File: config.mk
export PLATFORM = sky130hd
export DESIGN_NAME = receiver
export DESIGN_NICKNAME = d
export VERILOG_FILES = /design/src/rtl/uart_pkg.sv /design/src/rtl/sync_2ff.sv /design/src/rtl/receiver.sv
export SDC_FILE = /design/constraint.sdc
export NUM_CORES = 1
export LEC_CHECK = 0
export BUFFER_PORTS_ARGS = -buffer_cell sky130_fd_sc_hd__clkbuf_2
export CAP_MARGIN = 20
export CORE_MARGIN = 3
export CORE_UTILIZATION = 52
export DETAILED_ROUTE_END_ITERATION = 8
export PLACE_DENSITY = 0.74
export SLEW_MARGIN = 20
export SYNTH_ARGS = -nofsm -noshare
export SYNTH_HDL_FRONTEND = slang
export SYNTH_SLANG_ARGS = --single-unit
File: constraint.sdc
create_clock -name CLK -period 1.8 [get_ports CLK]
set_input_delay 0.09 -clock CLK [delete_from_list [all_inputs] [get_ports CLK]]
set_output_delay 0.09 -clock CLK [all_outputs]
set_load 0.1 [all_outputs]
File: src/rtl/uart_pkg.sv
// Shared UART definitions: FSM state encodings and frame constants.
// The receiver and the transmitter both use this package.
package uart_pkg;

   typedef enum logic [2:0] {
      s_IDLE         = 3'd0,
      s_RX_START_BIT = 3'd1,
      s_RX_DATA_BITS = 3'd2,
      s_RX_STOP_BIT  = 3'd3,
      s_CLEANUP      = 3'd4
   } uart_state_t;

   localparam int   CLKS_PER_BIT_DEFAULT = 868;
   localparam int   DATA_BITS            = 8;
   localparam logic START_LVL            = 1'b0;
   localparam logic STOP_LVL             = 1'b1;

endpackage

File: src/rtl/sync_2ff.sv
// Two-flop synchronizer for an asynchronous single-bit input.
// RST_VAL is chosen so the synchronized signal rests at the input's idle level.
module sync_2ff #(
   parameter logic RST_VAL = 1'b1
) (
   input  logic CLK,
   input  logic RST_N,
   input  logic d,
   output logic q
);

   logic meta;

   // Shift the raw input through two flops; q is safe to use in CLK domain.
   always_ff @(posedge CLK) begin
      if (!RST_N) begin
         meta <= RST_VAL;
         q    <= RST_VAL;
      end else begin
         meta <= d;
         q    <= meta;
      end
   end

endmodule

File: src/rtl/receiver.sv
// UART receiver: 1 start bit, 8 data bits LSB first, 1 stop bit, idle high.
// Each bit is sampled once at its midpoint, timed from the detected start edge.
//
// Output handshake: Rx_DV_out is a one-cycle strobe with no back-pressure;
// the consumer must take Rx_Byte_out in the cycle Rx_DV_out is high (the byte
// itself stays held until the next good frame). Frame_Err_out is a one-cycle
// strobe on a low stop bit and never coincides with Rx_DV_out.
module receiver
   import uart_pkg::*;
#(
   parameter int CLKS_PER_BIT = CLKS_PER_BIT_DEFAULT
) (
   input  logic        CLK,
   input  logic        RST_N,
   input  logic        Rx_Serial_in,
   output logic        Rx_DV_out,
   output logic [7:0]  Rx_Byte_out,
   output logic        Rx_Active_out,
   output logic        Frame_Err_out,
   output uart_state_t Rx_State_out
);

   localparam int               CNT_W    = $clog2(CLKS_PER_BIT);
   localparam int               H        = CLKS_PER_BIT / 2;
   localparam logic [CNT_W-1:0] H_LAST   = CNT_W'(H - 1);
   localparam logic [CNT_W-1:0] BIT_LAST = CNT_W'(CLKS_PER_BIT - 1);
   localparam logic [2:0]       IDX_LAST = 3'(DATA_BITS - 1);

   logic             line;
   uart_state_t      state,   state_n;
   logic [CNT_W-1:0] count,   count_n;
   logic [2:0]       bit_idx, bit_idx_n;
   logic [7:0]       shift,   shift_n;
   logic [7:0]       byte_q,  byte_n;
   logic             dv_q,    dv_n;
   logic             err_q,   err_n;
   // armed drops after a framing error so a held-low break cannot look like
   // an endless stream of start bits; the line must return high first.
   logic             armed,   armed_n;

   sync_2ff #(.RST_VAL(1'b1)) u_sync (
      .CLK   (CLK),
      .RST_N (RST_N),
      .d     (Rx_Serial_in),
      .q     (line)
   );

   // State and datapath registers.
   always_ff @(posedge CLK) begin
      if (!RST_N) begin
         state   <= s_IDLE;
         count   <= '0;
         bit_idx <= '0;
         shift   <= '0;
         byte_q  <= '0;
         dv_q    <= 1'b0;
         err_q   <= 1'b0;
         armed   <= 1'b1;
      end else begin
         state   <= state_n;
         count   <= count_n;
         bit_idx <= bit_idx_n;
         shift   <= shift_n;
         byte_q  <= byte_n;
         dv_q    <= dv_n;
         err_q   <= err_n;
         armed   <= armed_n;
      end
   end

   // Next-state logic: bit timing, sampling, and the one-cycle result strobes.
   always_comb begin
      state_n   = state;
      count_n   = count;
      bit_idx_n = bit_idx;
      shift_n   = shift;
      byte_n    = byte_q;
      dv_n      = 1'b0;
      err_n     = 1'b0;
      armed_n   = armed;

      case (state)
         s_IDLE: begin
            count_n   = '0;
            bit_idx_n = '0;
            if (line == STOP_LVL) begin
               armed_n = 1'b1;
            end else if (armed) begin
               state_n = s_RX_START_BIT;
            end
         end

         s_RX_START_BIT: begin
            if (count == H_LAST) begin
               count_n = '0;
               // A high midpoint means the low pulse was a glitch.
               state_n = (line == START_LVL) ? s_RX_DATA_BITS : s_IDLE;
            end else begin
               count_n = count + 1'b1;
            end
         end

         s_RX_DATA_BITS: begin
            if (count == BIT_LAST) begin
               count_n          = '0;
               shift_n[bit_idx] = line;
               if (bit_idx == IDX_LAST) begin
                  bit_idx_n = '0;
                  state_n   = s_RX_STOP_BIT;
               end else begin
                  bit_idx_n = bit_idx + 3'd1;
               end
            end else begin
               count_n = count + 1'b1;
            end
         end

         s_RX_STOP_BIT: begin
            if (count == BIT_LAST) begin
               count_n = '0;
               state_n = s_CLEANUP;
               if (line == STOP_LVL) begin
                  byte_n = shift;
                  dv_n   = 1'b1;
               end else begin
                  err_n   = 1'b1;
                  armed_n = 1'b0;
               end
            end else begin
               count_n = count + 1'b1;
            end
         end

         s_CLEANUP: begin
            state_n = s_IDLE;
         end

         default: begin
            // Unreachable encodings recover like reset but keep the last byte.
            state_n   = s_IDLE;
            count_n   = '0;
            bit_idx_n = '0;
            armed_n   = 1'b1;
         end
      endcase
   end

   assign Rx_DV_out     = dv_q;
   assign Frame_Err_out = err_q;
   assign Rx_Byte_out   = byte_q;
   assign Rx_State_out  = state;
   assign Rx_Active_out = (state == s_RX_START_BIT) ||
                          (state == s_RX_DATA_BITS) ||
                          (state == s_RX_STOP_BIT);

endmodule

* After elaboration in Yosys (flattened, before gate mapping)
Index checks and enable logic that the tools add are counted.
** Storage, ports and cells
- Memories :: 0
- Bits in writable memories :: 0
- Bits in read-only memories :: 0
- Bits in latches :: 0
- Output and inout bits :: 14
- Logic and storage cells :: 67
- Register bits after elaboration :: 37
- Input bits :: 3
** Operators by class
- Eq/ne operators :: 15
- $add $sub $neg :: 2
- Reduce and logical (&&, ||, !) cells :: 13
- Order comparisons :: 2
- Shift-type cells :: 0
- Multiplexer cells :: 23
- Bitwise operators :: 2
- Div/mod/pow operators :: 0
- Multipliers :: 0
** Operator list (count)
- one-hot mux 10 bit (3 select lines) :: 1
- two-way mux 3 bit :: 8
- two-way mux 10 bit :: 2
- != test 2 bit, second input constant :: 7
- one-hot mux 3 bit (4 select lines) :: 1
- adder 10 x 1 -> 10 bit, second input constant :: 1
- equality test 10 bit, second input constant :: 1
- equality test 10 x 9 -> 1 bit, second input constant :: 1
- bitwise mux 8 bit :: 1
- equality test 3 x 2 -> 1 bit, second input constant :: 2
- equality test 3 bit, second input constant :: 2
- two-way mux 1 bit :: 6
- one-hot mux 3 bit (2 select lines) :: 1
- AND reduction 3 bit :: 2
- AND reduction 6 bit :: 1
- OR reduction 3 bit :: 2
- < comparator 3 x 4 -> 1 bit, second input constant :: 1
- AND reduction 2 bit :: 2
- AND reduction 4 bit :: 1
- adder 3 x 1 -> 3 bit, second input constant :: 1
- demux 1 bit (select 3 bit) :: 1
- equality test 3 x 1 -> 1 bit, second input constant :: 1
- greater-or-equal comparator 3 x 1 -> 1 bit, second input constant :: 1
- logical NOT 3 bit :: 1
- 7 further kinds :: 9

* Longest topological paths before layout
Gate-level depths: netlist of run 1.
- Word-level depth :: 5
- Gate-level depth with buffers :: 6
- Depth with buffers taken out :: 6

* Cells and area by module
A second synthesis of run 1 with hierarchy kept.
** Unflattened totals
- Cells, all modules :: 210
- Area total of the unflattened synthesis :: 1846.8 um^2
** By module, submodules not included
- receiver :: sequential area each 700.7 um^2, cells each 206, instances 1, area each 1794.2 um^2
- sync_2ff :: sequential area each 40.0 um^2, cells each 4, instances 1, area each 52.6 um^2

* Worst setup path after synthesis of run 1
OpenSTA, ideal clock, no wires.
- Path kind :: reg-to-output
- Start point :: reg state[0] (netlist: Rx_State_out[0])
- End point :: out Rx_Active_out
- Arrival time :: 2723 ps
- Cell stages (with the launch flop) :: 4
- Path slack :: -1013 ps
- Required time :: 1710 ps
- Buffers on the path :: 1
- Cell sequence :: dfxtp_1 buf_2 nor2_1 nor2_1
** Between the ends
- Word-level cells in the longest chain between the ends :: 3
- Elaborated cells on any way between the ends :: 5
- Those cells by class :: eq/ne: 3; reduce/logical: 2
** Ends and longest elaborated chain
- from (decl) :: line receiver.sv:30 : uart_state_t state, state_n;
- from (signal assigned) :: line receiver.sv:51 : state <= s_IDLE;
- from (signal assigned) :: line receiver.sv:60 : state <= state_n;
- equality test 3 x 1 -> 1 bit or equality test 3 x 2 -> 1 bit (tied branches) :: line receiver.sv:152, receiver.sv:153
- logical OR 1 bit :: line receiver.sv:152 : assign Rx_Active_out = (state == s_RX_START_BIT) ||
- logical OR 1 bit * :: line receiver.sv:153 : (state == s_RX_DATA_BITS) ||
- to (decl) :: line receiver.sv:18 : output logic Rx_Active_out,
Mark *: on every way between the ends. The rest lies on a longest branch, timed or not.

* Worst setup path after layout of run 1
- Start point :: reg count[1]
- End point :: reg armed
** Between the ends
- Word-level cells in the longest chain between the ends :: 3
** Ends and longest elaborated chain
- from (decl) :: line receiver.sv:31 : logic [CNT_W-1:0] count, count_n;
- from (signal assigned) :: line receiver.sv:61 : count <= count_n;
- equality test 10 bit :: line receiver.sv:119 : if (count == BIT_LAST) begin
- != test 2 bit (no line)
- AND reduction 4 bit (no line)
- to (signal assigned) :: line receiver.sv:67 : armed <= armed_n;
- to (decl) :: line receiver.sv:39 : logic armed, armed_n;
Every way passes these cells.
A chain may end at the register's enable or synchronous reset.

==> results of run 1 <==
-- state kept, by name, indices dropped and copies added, names as in the netlist --
signal         count
Frame_Err_out      1
Rx_State_out       3
armed              1
u_sync.q           1
count             10
bit_idx            3
Rx_Byte_out        8
shift              8
Rx_DV_out          1
u_sync.meta        1
-- where the power goes --
part,leakage [nW],internal [W],total (W),switching [W]
combinational,0.472,0.0000179,0.0000574,0.0000395
sequential,0.304,0.000815,0.000819,0.00000438
clock,0.0488,0.000332,0.000611,0.000279
total,0.824,0.00116,0.00149,0.000323
-- logic make-up after synthesis --
logic type / after synthesis / share of synthesized area [%]
compound gates: 27 / 10.5
xor+xnor: 7 / 3.48
fa+ha+maj: 4 / 2.84
buf+inv: 13 / 2.84
flops: 37 / 42.0
mux: 16 / 9.09
simple gates: 84 / 29.2
-- synth_stat cells, drive strengths merged (2+ instances only) --
library cell	count
a21oi	8
a31oi	2
a32oi	2
buf	2
clkbuf	6
dfxtp	37
ha	4
inv	5
mux2i	16
nand2	14
nand2b	3
nand3	7
nand4	6
nand4b	4
nor2	20
nor2b	2
nor3	4
nor3b	4
nor4	5
nor4b	3
nor4bb	2
o21ai	4
o41ai	2
or3b	2
xnor2	5
xor2	2
-- layout by cell type (no fill, tap or decap), types with 2 or more instances in the layout --
master,instances
mux2i_1,16
nand2_1,14
nor3_1,4
clkbuf_4,5
o21ai_0,4
nor3b_2,2
clkbuf_2,16
buf_4,21
nand3_1,7
nor2b_1,2
ha_1,3
dfxtp_2,2
inv_1,5
nor4b_2,2
a32oi_1,2
a21oi_1,8
xor2_1,2
dfxtp_4,5
nor4_1,4
nor2_1,19
nand2b_1,3
dfxtp_1,30
nand4b_1,4
nand4_1,6
xnor2_1,5
o41ai_1,2
-- metrics by stage --
stage                     TNS [ps]  util (%)
after floorplan              -1070         -
after CTS                        0      68.3
final                            0      70.4
after detailed placement         0      65.0
after global placement           0      65.0
after global routing         -35.6      70.4
-- worst paths after layout --
| check | start | endpoint | slack, ps | cells after the start |
|---|---|---|---|---|
| max reg2reg | count[1] | armed | 50 | 5 |
| min reg2reg | u_sync.meta | u_sync.q | 440 | 1 |
| min | RST_N | u_sync.meta | 140 | 2 |
| max | count[1] | armed | 50 | 5 |
-- layer usage --
| metal | global-route usage [%] | routed length [um] |
|---|---|---|
| met4 | 10.3 | 86 |
| met2 | 35.2 | 2040 |
| met1 | 25.8 | 1810 |
| met5 | 0 | 0 |
| met3 | 5.10 | 183 |
-- layout make-up --
type,count,area share (%)
timing repair buffer,39,12.1
clock buffer,6,2.31
tap,44,2.48
inverter,5,0.845
sequential,37,34.3
multi-input combinational,138,46.4
clock inverter,2,1.63
-- worst max-delay path, cell delays in order (launching register included) --
cell	delay, ps
dfxtp_4	390
ha_4	150
and4bb_1	280
nand3_1	200
o41ai_1	430
o2111ai_1	170
-- timing repair --
action / 4_1_cts / 5_1_grt
setup buffers: 0 / 3
hold buffers: 1 / 0
pin swaps: 0 / 5
resized for setup: 1 / 10
endpoints found under the setup margin: 9 / 17
hold endpoints to repair: 1 / 0
==> key figures, run 1 <==
Final layout
  • Final net count: approximately 230
  • Final std cell area, no fill: ~2200 um^2
  • Layout Cells excl Fill: approximately 270
  • Layout cells sized above 1: between 20 and 30%
  • # fillers: 249
  • Area Overhead vs Synth: 26.1%
  • Register area: around 760 um^2
  • Antenna cells: 0
  • Multi-input logic area: ~1000 um^2

Floorplanning
  • DIE HEIGHT: about 64 um
  • IO Count: 17
  • Core ar.: between 3000 and 4000 um^2
  • # rows: 20
  • Die area: just over 4000 um^2
  • Die Wd: between 60 and 70 um
  • Initial cell density of the core: 55.9%

Timing
  • Worst clock skew: around 7.9 ps
  • Max Slew Vio Count: 0
  • Setup-failing EPs final: 0
  • PnR worst setup slack: between 50 and 60 ps
  • Worst Max-Slew Pin Slew: ~550 ps
  • Fmax: 0.572 GHz
  • Final Critical Period: 1750 ps
  • Tcrit/Tclk final: a little over nine tenths
  • Hold WS: 141 ps
  • Hold Violations, Final: 0
  • Slew HR: 63.6%
  • Unrepaired setup endpoints after global routing: true

Power
  • Final Total Pwr: between 0.001 and 0.0015 W
  • Leakage Power: 0.824 nW
  • Power per cell area: around 670 nW/um^2
  • Worst vdd ir: approximately 0.39 mV

Routing
  • Initial DRC count: roughly 140
  • Total Wirelength: between 4000 and 5000 um
  • Post-route ant nets: 0
  • Residual DRC count: 0
  • Drt pass-1 iters: 4
  • Via density: 5.83
  • Via count: roughly 1600
  • Routed WL per cell: 15.2 um

Clock network
  • Clock buffer depth: 2
  • Clock-pin slew on the worst setup and hold paths: ~110 ps
  • Clk Latency, worst-skew pair: 340 ps
  • Num Clock Sinks: 37
  • Root Driver: clkbuf_4
  • Number of H-tree levels: 2
  • Num CTS Buffers: 5
  • CTS tree: done

Placement
  • Inst Count DP: around 260
  • Final GP Congestion: 0.851
  • Worst slack at placement: between 30 and 40 ps
  • Cell Area, Placed: 2050 um^2
  • Port Buffer Count: 16
  • Hpwl dp: between 2000 and 3000 um

Synthesis
  • Post-synth top area cell: dfxtp_1
  • Ys async rst share: 0%
  • YS warnings: 0
  • Main synth FF type: dfxtp_1
  • Instance count of the mapped netlist: about 190
  • Sequential-to-total area share from yosys stat: 42.0%
  • Post-synth top area share: 42.0%
  • Largest cells by area after synthesis: dfxtp_1, mux2i_1, nor2_1
  • Synth Register Bits: 37
  • Synth unique cells: 47
  • Mapped cell area: 1760 um^2
  • Syn avg cell area: between 9 and 10 um^2
  • Net count of the mapped netlist: between 150 and 200
  • Number of synthesized flops with an enable pin: 0

Flow run
  • MaxCap Viol Count: 0

Setup path
  • Req. time, crit path: approximately 2000 ps
  • Worst-path fanout max: 5
  • Critical path type: flop to flop
  • Critical path arrival: just under 2000 ps
  • Crit. End Element: flop
  • CP Launch Type: flop

Global route
  • First-pass GRT wire length: between 6000 and 7000 um
  • GRT Overall Usage: a little over a fifth
  • Initial antenna violation count: 0
  • Gr ovfl total: 0
  • Pin count of the biggest net entering global routing: 17
  • Vias in the first global route: roughly 1500

Min path
  • Worst Hold Class: primary input to flop

Status
  • Status: finished, final reports clean
Note: power is estimated with default switching activity, not from simulation.
==> run 2: changes to the inputs <==
--- a/config.mk
+++ b/config.mk
@@ -5,6 +5,7 @@
 export SDC_FILE = /design/constraint.sdc
 export NUM_CORES = 1
 export LEC_CHECK = 0
+export ABC_CLOCK_PERIOD_IN_PS = 1800
 export BUFFER_PORTS_ARGS = -buffer_cell sky130_fd_sc_hd__clkbuf_2
 export CAP_MARGIN = 20
 export CORE_MARGIN = 3
@@ -14,4 +15,5 @@
 export SLEW_MARGIN = 20
 export SYNTH_ARGS = -nofsm -noshare
 export SYNTH_HDL_FRONTEND = slang
+export SYNTH_HIERARCHICAL = 1
 export SYNTH_SLANG_ARGS = --single-unit
==> key figures, run 2 <==
Final layout
  • Layout cells sized above 1: about a quarter
  • Largest Register: count
  • Most frequent cells in the layout: dfxtp_1, buf_4, nor2_1
  • # fillers: 284
  • Most common library cell in the layout ignoring fill and taps: dfxtp_1
  • Largest register FFs: 10
  • Register area: ~750 um^2
  • Final net count: 250
  • Area Overhead vs Synth: 20.1%
  • Antenna cells: 0
  • Multi-input logic area: about 1000 um^2

Setup path
  • Top Family by Delay on Critical Path: simple AND/OR/NAND/NOR gates
  • Crit-path cells: and4b_2, nand3_4, nor4b_4, buf_12, mux2i_1, nor2b_1
  • CP Launch Type: flop
  • Req. time, crit path: about 2000 ps
  • Buf+Inv Stages, Crit Path: 1
  • Critical R2R Launch: count[9]
  • RR Endpoint: Rx_Byte_out[2]
  • Worst r2r path cells: 6
  • Critical Path Max Stage Delay: 410 ps
  • Critical path type: flop to flop
  • Critical path arrival: about 1900 ps
  • CP max stage cell: dfxtp_1
  • Worst-path fanout max: 9
  • Crit. End Element: flop
  • Crit path launch: count[9]
  • Reg-to-reg slack, setup: about 110 ps

Placement
  • Hpwl dp: 2630 um
  • Final GP Congestion: roughly 0.85
  • Port Buffer Count: 16
  • Worst slack at placement: ~74 ps

Routing
  • Routed WL per cell: 12.9 um
  • Initial DRC count: about 130
  • Via count: 1534
  • Post-route ant nets: 0
  • Residual DRC count: 0
  • Via density: ~5.3
  • Total Wirelength: between 3000 and 4000 um
  • Drt pass-1 iters: 4

Min path
  • Worst Hold Class: primary input to flop
  • Hold Path End: armed
  • Min-Delay Path Depth: 2
  • Hold_sp: RST_N

Floorplanning
  • Die area: 4300 um^2
  • # rows: 21
  • IO Count: 17
  • DIE HEIGHT: around 66 um
  • Initial cell density of the core: 54.5%
  • Core ar.: 3390 um^2
  • Die Wd: 65.6 um

Synthesis
  • Synth unique cells: 42
  • Net count of the mapped netlist: ~220
  • Ys async rst share: 0%
  • Sequential-to-total area share from yosys stat: between 40 and 50%
  • Mapped cell area: between 1500 and 2000 um^2
  • Largest cells by area after synthesis: dfxtp_1, mux2i_1, nor2b_1
  • Main synth FF type: dfxtp_1
  • Post-synth top area cell: dfxtp_1
  • Post-synth top area share: roughly 40%
  • Syn avg cell area: around 8.8 um^2
  • Instance count of the mapped netlist: 210
  • Most frequent cell after synthesis: dfxtp_1
  • Synth top cells by count: dfxtp_1, nor2_1, nor2b_1, nand2_1
  • YS warnings: 6
  • Number of synthesized flops with an enable pin: 0
  • Synth Register Bits: 37

Global route
  • GRT Overall Usage: 19.2%
  • Gr ovfl total: 0
  • First-pass GRT wire length: between 6000 and 7000 um
  • Initial antenna violation count: 0
  • Vias in the first global route: between 1000 and 1500
  • Pin count of the biggest net entering global routing: 20

Status
  • Status: finished, final reports clean

Timing
  • Max Slew Vio Count: 0
  • Worst Max-Slew Pin Slew: 542 ps
  • PnR worst setup slack: 113 ps
  • Tcrit/Tclk final: around 94%
  • Hold Violations, Final: 0
  • Final Critical Period: between 1500 and 2000 ps
  • Setup_tns: 0 ps
  • Setup-failing EPs final: 0
  • Unrepaired setup endpoints after global routing: false
  • Fmax: slightly below 0.6 GHz
  • Worst clock skew: ~12 ps
  • Slew HR: between 60 and 70%

Power
  • Worst vdd ir: 0.447 mV
  • Final Total Pwr: between 0.0015 and 0.002 W
  • Leakage Power: between 0.7 and 0.8 nW
  • Power per cell area: a little over 700 nW/um^2

Clock network
  • Number of H-tree levels: 2
  • Num CTS Buffers: 5
  • Clock-pin slew on the worst setup and hold paths: around 110 ps
  • Root Driver: clkbuf_4
  • Num Clock Sinks: 37
  • CTS tree: done
  • Clock buffer depth: 2
  • Clk Latency, worst-skew pair: ~340 ps
  • Setup bufs post-CTS: 0

Flow run
  • MaxCap Viol Count: 0
[run 2: cell types whose count changed after synthesis, moves of 3 or more]
cell      delta
nor2b_1     +16
a21boi_0    +11
o21ai_0      +7
xnor2_1      -5
mux2i_1      -4
nor3_1       +4
buf_2        +3
inv_1        -3
nand2_1      +3
nand2b_1     +3
[run 2: repair_timing]
action | 4_1_cts | 5_1_grt
hold buffers | 1 | 0
endpoints found under the hold margin | 1 | 0
endpoints found under the setup margin | 0 | 13
gates resized for setup | 0 | 4
[run 2: per-stage QoR]
step / hold WS, ps / util, % / cell area [um^2] / std cells
after floorplan: 163 / - / 1860 / 210
after global placement: 286 / 62.6 / 2120 / 281
after detailed placement: 284 / 62.6 / 2120 / 281
after CTS: 124 / 65.0 / 2200 / 289
after global routing: 129 / 65.4 / 2220 / 289
final: 117 / 65.4 / 2220 / 289
[run 2: area by class of cell]
type,instances,area share [%]
Multi-Input combinational cell,158,47.3
Timing Repair Buffer,38,12.4
Tap cell,46,2.59
Clock inverter,2,1.58
Sequential cell,37,33.9
Clock buffer,5,1.69
Inverter,3,0.508
[run 2: cell families after synthesis]
logic type / count (synthesis) / synth area share, %
multiplexers: 12 / 6.50
AO/OA/AOI/OAI: 46 / 16.3
AND/OR/NAND/NOR: 96 / 30.4
buffers and inverters: 15 / 3.93
adder cells (fa/ha/maj): 4 / 2.71
flip-flops: 37 / 40.1
[run 2: worst reg2reg max path, cell delays in order (launching register included)]
cell     delay [ps]
dfxtp_1         410
and4b_2         310
nand3_4         120
nor4b_4         320
buf_12          180
mux2i_1         180
nor2b_1          70
[run 2: worst max path at each step]
stage | endpoint | slack [ps] | cells after the start
global route | bit_idx[0] | 8 | 6
finish | Rx_Byte_out[2] | 110 | 6
detailed placement | Rx_Byte_out[2] | 70 | 7
global placement | count[6] | 100 | 9
floorplan | count[3] | -2 | 7
CTS | Rx_Byte_out[2] | 60 | 7
[run 2: per-layer routing]
layer	GRT usage (%)	up-vias	part of all wire [%]
met3	5.13	6	4.6
li1	-	814	-
met2	28.7	32	43
met5	0	-	0
met1	26.5	682	51
met4	6.99	0	1.4
[run 2: power by group]
part / leakage, nW / switching [W] / internal, W
Clock: 0.0410 / 0.000267 / 0.000283
Sequential: 0.301 / 0.0000158 / 0.000825
Combinational: 0.455 / 0.000117 / 0.0000731
Total: 0.797 / 0.000400 / 0.00118
